==> src/rtl/uart_pkg.sv <==
// rtl/uart_pkg.sv - shared UART types, widths and baud divisor helper
package uart_pkg;

    typedef enum logic {
        IDLE = 1'b0,
        BIT  = 1'b1
    } state_e;

    localparam int FRAME_BITS = 10;
    localparam int NUM_W      = 4;
    localparam int CNT_W      = 13;

    localparam logic [CNT_W-1:0] DIV_9600   = 13'd5208;
    localparam logic [CNT_W-1:0] DIV_19200  = 13'd2604;
    localparam logic [CNT_W-1:0] DIV_57600  = 13'd868;
    localparam logic [CNT_W-1:0] DIV_115200 = 13'd434;

    function automatic logic [CNT_W-1:0] baud_div(input logic [1:0] sel, input int clk_freq);
        int rate;
        rate = 9600;
        case (sel)
            2'd1:    rate = 19200;
            2'd2:    rate = 57600;
            2'd3:    rate = 115200;
            default: rate = 9600;
        endcase
        return CNT_W'(clk_freq / rate);
    endfunction

endpackage

==> src/rtl/uart_baud_cnt.sv <==
// rtl/uart_baud_cnt.sv - bit-period counter with mid-bit and wrap strobes
module uart_baud_cnt
    import uart_pkg::*;
(
    input  logic             clk,
    input  logic             rst,
    input  logic             run,
    input  logic [CNT_W-1:0] div,
    input  logic [CNT_W-1:0] half,
    output logic [CNT_W-1:0] cnt,
    output logic             mid,
    output logic             wrap
);

    logic [CNT_W-1:0] cnt_q;
    logic [CNT_W-1:0] cnt_d;

    assign cnt  = cnt_q;
    assign mid  = run && (cnt_q == half);
    assign wrap = run && (cnt_q == div - CNT_W'(1));

    // Held at zero while idle so every bit period starts from a clean count.
    always_comb begin
        cnt_d = cnt_q + CNT_W'(1);
        if (!run || wrap) begin
            cnt_d = '0;
        end
    end

    always_ff @(posedge clk or posedge rst) begin
        if (rst) begin
            cnt_q <= '0;
        end else begin
            cnt_q <= cnt_d;
        end
    end

endmodule

==> src/rtl/uart_rx_ctrl.sv <==
// rtl/uart_rx_ctrl.sv - receive sequencer: bit index, mid-bit strobe, start/stop checks
module uart_rx_ctrl
    import uart_pkg::*;
#(
    parameter int CLK_FREQ   = 50_000_000,
    parameter int FRAME_BITS = uart_pkg::FRAME_BITS
) (
    input  logic             clk,
    input  logic             rst,
    input  logic             rx_enable,
    input  logic [1:0]       baud_sel,
    input  logic             rx_en,
    input  logic             rs232_rx,
    output logic [NUM_W-1:0] num,
    output logic             sel_data,
    output logic             busy,
    output logic             frame_done,
    output logic             frame_err,
    output logic             start_err
);

    localparam logic [CNT_W-1:0] DIV_RESET = CNT_W'(CLK_FREQ / 9600);
    localparam logic [NUM_W-1:0] LAST_BIT  = NUM_W'(FRAME_BITS - 1);

    state_e           state_q, state_d;
    logic [NUM_W-1:0] num_q, num_d;
    logic [CNT_W-1:0] div_q, div_d;
    logic             frame_done_q, frame_done_d;
    logic             frame_err_q, frame_err_d;
    logic             start_err_q, start_err_d;

    logic [CNT_W-1:0] half;
    logic [CNT_W-1:0] cnt;
    logic             mid;
    logic             wrap;
    logic             run;

    assign run  = (state_q == BIT);
    assign half = {1'b0, div_q[CNT_W-1:1]};

    uart_baud_cnt u_baud_cnt (
        .clk  (clk),
        .rst  (rst),
        .run  (run),
        .div  (div_q),
        .half (half),
        .cnt  (cnt),
        .mid  (mid),
        .wrap (wrap)
    );

    always_comb begin
        state_d      = state_q;
        num_d        = num_q;
        div_d        = div_q;
        frame_done_d = 1'b0;
        frame_err_d  = 1'b0;
        start_err_d  = 1'b0;
        case (state_q)
            IDLE: begin
                num_d = '0;
                if (rx_en && rx_enable) begin
                    state_d = BIT;
                    div_d   = baud_div(baud_sel, CLK_FREQ);
                end
            end
            BIT: begin
                // Stop check returns to IDLE half a bit early so back-to-back frames are caught.
                if (mid && (num_q == '0) && rs232_rx) begin
                    state_d     = IDLE;
                    num_d       = '0;
                    start_err_d = 1'b1;
                end else if (mid && (num_q == LAST_BIT)) begin
                    state_d      = IDLE;
                    num_d        = '0;
                    frame_done_d = 1'b1;
                    frame_err_d  = !rs232_rx;
                end else if (wrap) begin
                    num_d = num_q + NUM_W'(1);
                end
            end
            default: state_d = IDLE;
        endcase
    end

    always_ff @(posedge clk or posedge rst) begin
        if (rst) begin
            state_q      <= IDLE;
            num_q        <= '0;
            div_q        <= DIV_RESET;
            frame_done_q <= 1'b0;
            frame_err_q  <= 1'b0;
            start_err_q  <= 1'b0;
        end else begin
            state_q      <= state_d;
            num_q        <= num_d;
            div_q        <= div_d;
            frame_done_q <= frame_done_d;
            frame_err_q  <= frame_err_d;
            start_err_q  <= start_err_d;
        end
    end

    assign num        = num_q;
    assign busy       = run;
    assign sel_data   = run && (cnt == half);
    assign frame_done = frame_done_q;
    assign frame_err  = frame_err_q;
    assign start_err  = start_err_q;

endmodule

==> config.mk <==
export PLATFORM = sky130hd
export DESIGN_NAME = uart_rx_ctrl
export DESIGN_NICKNAME = d
export VERILOG_FILES = /design/src/rtl/uart_pkg.sv /design/src/rtl/uart_baud_cnt.sv /design/src/rtl/uart_rx_ctrl.sv
export SDC_FILE = /design/constraint.sdc
export NUM_CORES = 1
export LEC_CHECK = 0
export ABC_AREA = 1
export BUFFER_PORTS_ARGS = -buffer_cell sky130_fd_sc_hd__buf_4
export CORE_MARGIN = 2
export CORE_UTILIZATION = 40
export DETAILED_ROUTE_END_ITERATION = 12
export SLEW_MARGIN = 20
export SYNTH_ARGS = -nofsm -noshare
export SYNTH_HDL_FRONTEND = slang
export SYNTH_SLANG_ARGS = --single-unit
==> constraint.sdc <==
create_clock -name clk -period 5.7 [get_ports clk]
set_input_delay 0.57 -clock clk [delete_from_list [all_inputs] [get_ports clk]]
set_output_delay 0.57 -clock clk [all_outputs]
set_load 0.005 [all_outputs]
==> flow_summary_export.csv, run 1 <==
group,metric,value,unit
clock_network,numCtsBuffers,5,
clock_network,cts_sinks,31,
placement,port_buffers,15,
global_routing,overflow,0,
floorplan,die_area,6080,um2
timing,worst_pin_slew,0.511,ns
cells_and_area,fin_area,2470,um2
floorplan,dieWidth,78.0,um
timing,min_period,2.70,ns
power_and_ir_drop,power.share.switching,0.231,
placement,dp_cells,370,
global_routing,grt_first_pass_wirelength,8020,um
worst_setup_path,crit_type,"flip-flop to flip-flop",
timing,setup_viol,0,
synth,yosysSeqAreaShare,0.356,
synth,synthSimpleGateAreaFrac,0.239,
synth,synth_fa_ha_area_frac,0.114,
synth,mappedNetlistArea,2190,um2
route,viasPerCell,4.87,
run_status,status,"finished, final reports clean",
timing,finalSetupTns,0,ns
global_routing,met2_usage,0.258,
power_and_ir_drop,p_int,343,uW
cells_and_area,final_common_cell,"inv_1",
clock_network,cts_setup_buffers,0,
timing,drv_slew,0,
global_routing,antenna_found_initial,0,
worst_setup_path,crit_path_end_kind,"flip-flop",
route,drt-total-wl,4630,um
synth,ys_warn_count,0,
power_and_ir_drop,ir_drop,0.120,mV
floorplan,core_area,5200,um2
clock_network,cts_tree,"done",
floorplan,io_pins,16,
worst_setup_path,rr_worst_depth,11,
clock_network,cts_root_buf,"clkbuf_8",
route,ant_nets,0,
power_and_ir_drop,p_clk_frac,0.428,
floorplan,start_util,0.421,
cells_and_area,diodes,0,
clock_network,clk_transition_reported_paths,0.07,ns
flow_run,drv_cap,0,
worst_hold_path,hold_class,"input port to asynchronous set/reset pin",
clock_network,clockBufferDepth,2,
clock_network,htree_levels,2,
route,vias,1839,
synth,yosysUniqueCellTypes,33,
route,post_drt_wl_per_cell,12.2,um
timing,skew,0.00804,ns
worst_setup_path,crit_required,5.90,ns
route,drtIter0Drc,142,
power_and_ir_drop,power_per_cell_area,181,nW/um2
global_routing,grt_usage,0.168,
global_routing,gr-max-usage-layer,"met2",
power_and_ir_drop,p_leak,0.00123,uW
global_routing,grt_pass1_vias,1717,
global_routing,grt_util_met1,0.232,
floorplan,die_y,78.0,um
worst_setup_path,critPathLaunchType,"flip-flop",
global_routing,grt_max_degree,32,
timing,hold-worst-slack,0.362,ns
clock_network,holdBufCountCts,0,
power_and_ir_drop,finalPower,446,uW
synth,synth_xor_area_frac,0.0760,
floorplan,rows,26,
placement,dpl-instance-area,2370,um2
worst_setup_path,arrival,2.89,ns
cells_and_area,layout_common_cells,"inv_1 (46), nand2_1 (44), nor2_1 (37), dfrtp_1 (27), ha_1 (20)",
synth,syn_area_per_cell,7.58,um2
cells_and_area,layoutNonFillerInstCount,378,
synth,synth-compound-area-share,0.107,
power_and_ir_drop,p_comb_frac,0.079,
cells_and_area,syn_to_final_growth,12.6,%
timing,period_share,0.473,
synth,syn-instance-count,289,
synth,ys_seq_elements,31,
clock_network,clk_latency,0.29,ns
power_and_ir_drop,p_seq_frac,0.494,
worst_setup_path,worst-path-max-fanout,13,
synth,syn-num-nets,316,
placement,dpl.hpwl,3570,um
placement,gp_congestion,0.937,
timing,rsz0062_at_grt,"no",
synth,synth.area.mux_share,0,
clock_network,ctsResizeCount,0,
cells_and_area,drive_gt1_frac,0.107,
power_and_ir_drop,p_sw,103,uW
timing,clock.fmax,371,MHz
route,first_pass_iters,4,
synth,synth_top_family_by_area,"simple AND/OR/NAND/NOR gates",
timing,timing.slew.headroom,0.658,
route,drc,0,
global_routing,grt_util_met3,0.0465,
cells_and_area,layout.nets,334,
timing,hold_viol,0,
## per-layer routing
| metal | wire length, um | up-vias |
|---|---|---|
| met5 | 0 | - |
| met4 | 54 | 0 |
| met3 | 138 | 5 |
| met2 | 2090 | 29 |
| met1 | 2350 | 848 |
| li1 | - | 957 |
## power by group through the flow
stage / clock [uW] / sequential, uW / combinational, uW
finish: 191 / 220 / 35.1
global route: 205 / 220 / 40.9
CTS: 196 / 220 / 35.9
detailed placement: 0 / 224 / 35.6
global placement: 0 / 224 / 35.7
floorplan: 0 / 224 / 25.7
## path summary, 6_finish.rpt
kind | from | end | slack (ns)
min in group clk | rs232_rx | frame_err | 0.46
max in group asynchronous | rst | div_q[3] | 5.02
hold reg to reg | div_q[8] | div_q[8] | 0.54
setup reg to reg | div_q[7] | u_baud_cnt.cnt[2] | 3.00
hold / removal | rst | u_baud_cnt.cnt[5] | 0.36
setup / recovery | div_q[7] | u_baud_cnt.cnt[2] | 3.00
## per-stage QoR
stage,setup WS (ns),util
after floorplan,3.37,-
after global placement,3.12,0.455
after detailed placement,3.02,0.455
after CTS,3.00,0.474
after global routing,2.66,0.474
final,3.00,0.474
## layout make-up
class / instances / area, um2
timing repair buffer: 16 / 120
fill: 547 / 2740
inverter: 53 / 204
clock buffer: 8 / 100
multi-input combinational: 200 / 1170
sequential: 31 / 781
tap: 70 / 87.6
## cells in the mapped netlist
| master | instances | area share |
|---|---|---|
| nor3b_1 | 5 | 0.017 |
| inv_6 | 1 | 0.0040 |
| ha_1 | 20 | 0.11 |
| dfstp_2 | 4 | 0.048 |
| nand2_1 | 44 | 0.075 |
| buf_4 | 1 | 0.0034 |
| or2_0 | 1 | 0.0029 |
| a221oi_1 | 1 | 0.0040 |
| a211oi_1 | 2 | 0.0069 |
| clkbuf_1 | 2 | 0.0034 |
| a21oi_1 | 11 | 0.025 |
| nor3_1 | 13 | 0.030 |
| xor2_1 | 16 | 0.064 |
| nor2_1 | 37 | 0.063 |
| a31oi_1 | 1 | 0.0029 |
| o21ai_0 | 16 | 0.037 |
| nand3_1 | 12 | 0.027 |
| xnor2_1 | 3 | 0.012 |
| buf_2 | 1 | 0.0023 |
| o21ai_1 | 3 | 0.0069 |
| nand4_1 | 4 | 0.011 |
| dfrtp_1 | 27 | 0.31 |
| nand3b_1 | 1 | 0.0034 |
| buf_6 | 1 | 0.0051 |
| o21bai_1 | 1 | 0.0034 |
| o2111ai_1 | 2 | 0.0080 |
| inv_1 | 46 | 0.079 |
| o211ai_1 | 1 | 0.0034 |
| inv_2 | 5 | 0.0086 |
| o22ai_1 | 2 | 0.0057 |
| o311ai_0 | 1 | 0.0040 |
| clkinv_1 | 1 | 0.0017 |
| nor4_1 | 3 | 0.0086 |
## cell families (layout without fill, tap and decap cells)
group / after synthesis / count (layout)
AND/OR/NAND/NOR: 120 / 120
buffers and inverters: 58 / 77
AO/OA/AOI/OAI: 41 / 41
flip-flops: 31 / 31
adder cells (fa/ha/maj): 20 / 20
XOR/XNOR: 19 / 19
## worst max-delay path, cell delays in order, from the launching register on
cell and delay (ns):
dfrtp_1 0.45, inv_1 0.15, ha_1 0.20, nand3_1 0.15
nor4_1 0.28, nand4_1 0.20, o21ai_1 0.18, xor2_1 0.16
nor3_1 0.06, nand2_1 0.15, nand2_1 0.32, nor3b_1 0.31
## registers in the layout (all words and copies together) (netlist names)
name,flops
frame_err,1
busy,1
frame_done,1
start_err,1
num,4
u_baud_cnt.cnt,13
div_q,10
Note: power is estimated with default switching activity, not from simulation.
==> run 2, diff against run 1 <==
==> constraint.sdc (replaced) <==
create_clock -name clk -period 2.3 [get_ports clk]
set_input_delay 0.23 -clock clk [delete_from_list [all_inputs] [get_ports clk]]
set_output_delay 0.23 -clock clk [all_outputs]
set_load 0.005 [all_outputs]
==> flow_summary_export.csv, run 2 (same netlist as run 1, synthesis figures left out) <==
group,metric,value,unit
run_status,status,"finished, violations left",
run_status,violations,"setup timing",
route,ant_nets,0,
cells_and_area,layout.nets,354,
worst_setup_path,path_cells,"inv_2, ha_4, xnor2_1, a221oi_2, o211ai_1, nor3_1, nand3_1, nor4_2, nand2_2, nor2_2, nand3_1, o21ai_1, a21oi_1",
worst_setup_path,crit_required,2.47,ns
worst_setup_path,crit_path_end_kind,"flip-flop",
timing,hold_viol,0,
timing,drv_slew,0,
cells_and_area,diodes,0,
timing,skew,0.00466,ns
worst_setup_path,rr_worst_depth,13,
cells_and_area,fin_util,0.540,
floorplan,core_area,5200,um2
timing,min_period,2.35,ns
placement,dp_slack,-0.155,ns
placement,dpl.hpwl,3710,um
timing,setup_viol,16,
global_routing,grt_pass1_vias,1845,
global_routing,gr-max-usage-layer,"met2",
power_and_ir_drop,power_per_cell_area,425,nW/um2
floorplan,start_util,0.421,
clock_network,numCtsBuffers,5,
clock_network,cts_root_buf,"clkbuf_8",
global_routing,met2_usage,0.290,
floorplan,dieWidth,78.0,um
global_routing,overflow,0,
worst_setup_path,worst-path-max-fanout,3,
timing,rsz0062_at_grt,"yes",
worst_setup_path,crit_slowest_cell,"dfrtp_1",
worst_setup_path,r2r_end,"num[3]",
placement,dp_cells,385,
route,first_pass_iters,4,
worst_setup_path,critPathTopFamily,"simple AND/OR/NAND/NOR gates",
cells_and_area,drive_gt1_frac,0.241,
route,drtIter0Drc,149,
worst_setup_path,critPathLaunchType,"flip-flop",
clock_network,cts_tree,"done",
timing,clock.fmax,426,MHz
power_and_ir_drop,ir_drop,0.310,mV
power_and_ir_drop,p_leak,0.00139,uW
timing,period_share,1.02,
clock_network,cts_sinks,31,
clock_network,clk_latency,0.28,ns
floorplan,rows,26,
timing,timing.slew.headroom,0.654,
global_routing,grt_max_degree,32,
timing,setup_slack,-0.0481,ns
cells_and_area,nFillCells,488,
global_routing,grt_usage,0.175,
clock_network,htree_levels,2,
route,drt-total-wl,5260,um
route,drc,0,
worst_setup_path,r2r_slack,-0.05,ns
worst_setup_path,cp_slowest_stage_delay,0.40,ns
timing,hold-worst-slack,0.0287,ns
route,post_drt_wl_per_cell,13.2,um
placement,port_buffers,15,
floorplan,die_y,78.0,um
worst_setup_path,crit_top_cell,"nand3_1",
worst_hold_path,hold_class,"input port to asynchronous set/reset pin",
placement,dpl-instance-area,2490,um2
cells_and_area,syn_to_final_growth,28.4,%
flow_run,drv_cap,0,
cells_and_area,fin_area,2810,um2
global_routing,antenna_found_initial,0,
cells_and_area,final_common_cell,"inv_1",
worst_setup_path,r2r_start,"div_q[7]",
floorplan,die_area,6080,um2
placement,gp_congestion,0.882,
cells_and_area,largest_reg_flops,13,
worst_setup_path,arrival,2.52,ns
cells_and_area,layoutNonFillerInstCount,398,
clock_network,holdBufCountCts,0,
cells_and_area,layout_common_cells,"inv_1 (43), nand2_1 (41), nor2_1 (31), buf_4 (30), dfrtp_1 (27)",
worst_setup_path,crit_type,"flip-flop to flip-flop",
global_routing,grt_util_met1,0.235,
global_routing,grt_util_met3,0.0360,
route,viasPerCell,4.89,
global_routing,grt_first_pass_wirelength,8540,um
worst_setup_path,crit_buf_inv,1,
floorplan,io_pins,16,
clock_network,clockBufferDepth,2,
clock_network,clk_transition_reported_paths,0.07,ns
timing,worst_pin_slew,0.518,ns
route,vias,1945,
-- run 2: changes by cell type in the layout (fill, tap and decap cells not counted), moves of 3 or more --
cell     before  now
nor2_1       37   31
nor3_1       13    9
inv_1        46   43
buf_6         0    4
nor2_2        0    4
inv_2         5    8
nand2_1      44   41
buf_4        16   30
nor3_2        0    3
-- run 2: final cells by class --
class,instances,area (um2),area share
clock inverters,2,35.0,0.0125
flip-flops and latches,31,781,0.278
well taps,70,87.6,0.0311
clock buffers,6,82.6,0.0294
inverters,53,206,0.0734
repair buffers,36,315,0.112
multi-input cells,200,1310,0.464
-- run 2: how the worst max path moves through the flow --
stage / end / start / cells after the start / slack, ns
finish: num[3] / div_q[7] / 13 / -0.05
floorplan: u_baud_cnt.cnt[9] / div_q[7] / 11 / 0.07
CTS: num[3] / div_q[0] / 13 / -0.07
detailed placement: num[3] / div_q[7] / 12 / -0.16
global route: num[3] / div_q[7] / 15 / -0.26
global placement: num[3] / div_q[7] / 13 / -0.05
-- run 2: repair_timing --
action	4_1_cts	5_1_grt
endpoints found under the hold margin	0	0
cloned	0	1
setup buffers	0	4
pin swaps	4	9
resized for setup	16	22
setup endpoints to repair	17	17
-- run 2: worst reg2reg max path: cells and delay by family, from the launching register on --
kind                       cells  cell delay, ns
and+or+nand+nor                6            0.89
AOI/OAI and AO/OA              4            0.55
DFF                            1            0.40
adders and majority gates      1            0.18
xor gates and xnor gates       1            0.14
buffers and inverters          1            0.07
-- run 2: metal layers --
metal | share of wire | vias up
li1 | - | 1007
met5 | 0 | -
met1 | 0.45 | 907
met4 | 0.0076 | 0
met2 | 0.51 | 26
met3 | 0.029 | 5
-- run 2: per-stage QoR --
| stage | setup TNS (ns) | power (uW) |
|---|---|---|
| global route | -3.33 | 1240 |
| finish | -0.358 | 1200 |
| CTS | -0.0713 | 1210 |
| detailed placement | -0.696 | 649 |
| global placement | -0.0709 | 647 |
| floorplan | 0 | 619 |
-- run 2: where the power goes --
part / total (uW) / internal, uW / switching (uW)
clock network: 558 / 350 / 208
registers: 545 / 545 / 0
logic: 92.0 / 34.9 / 57.1
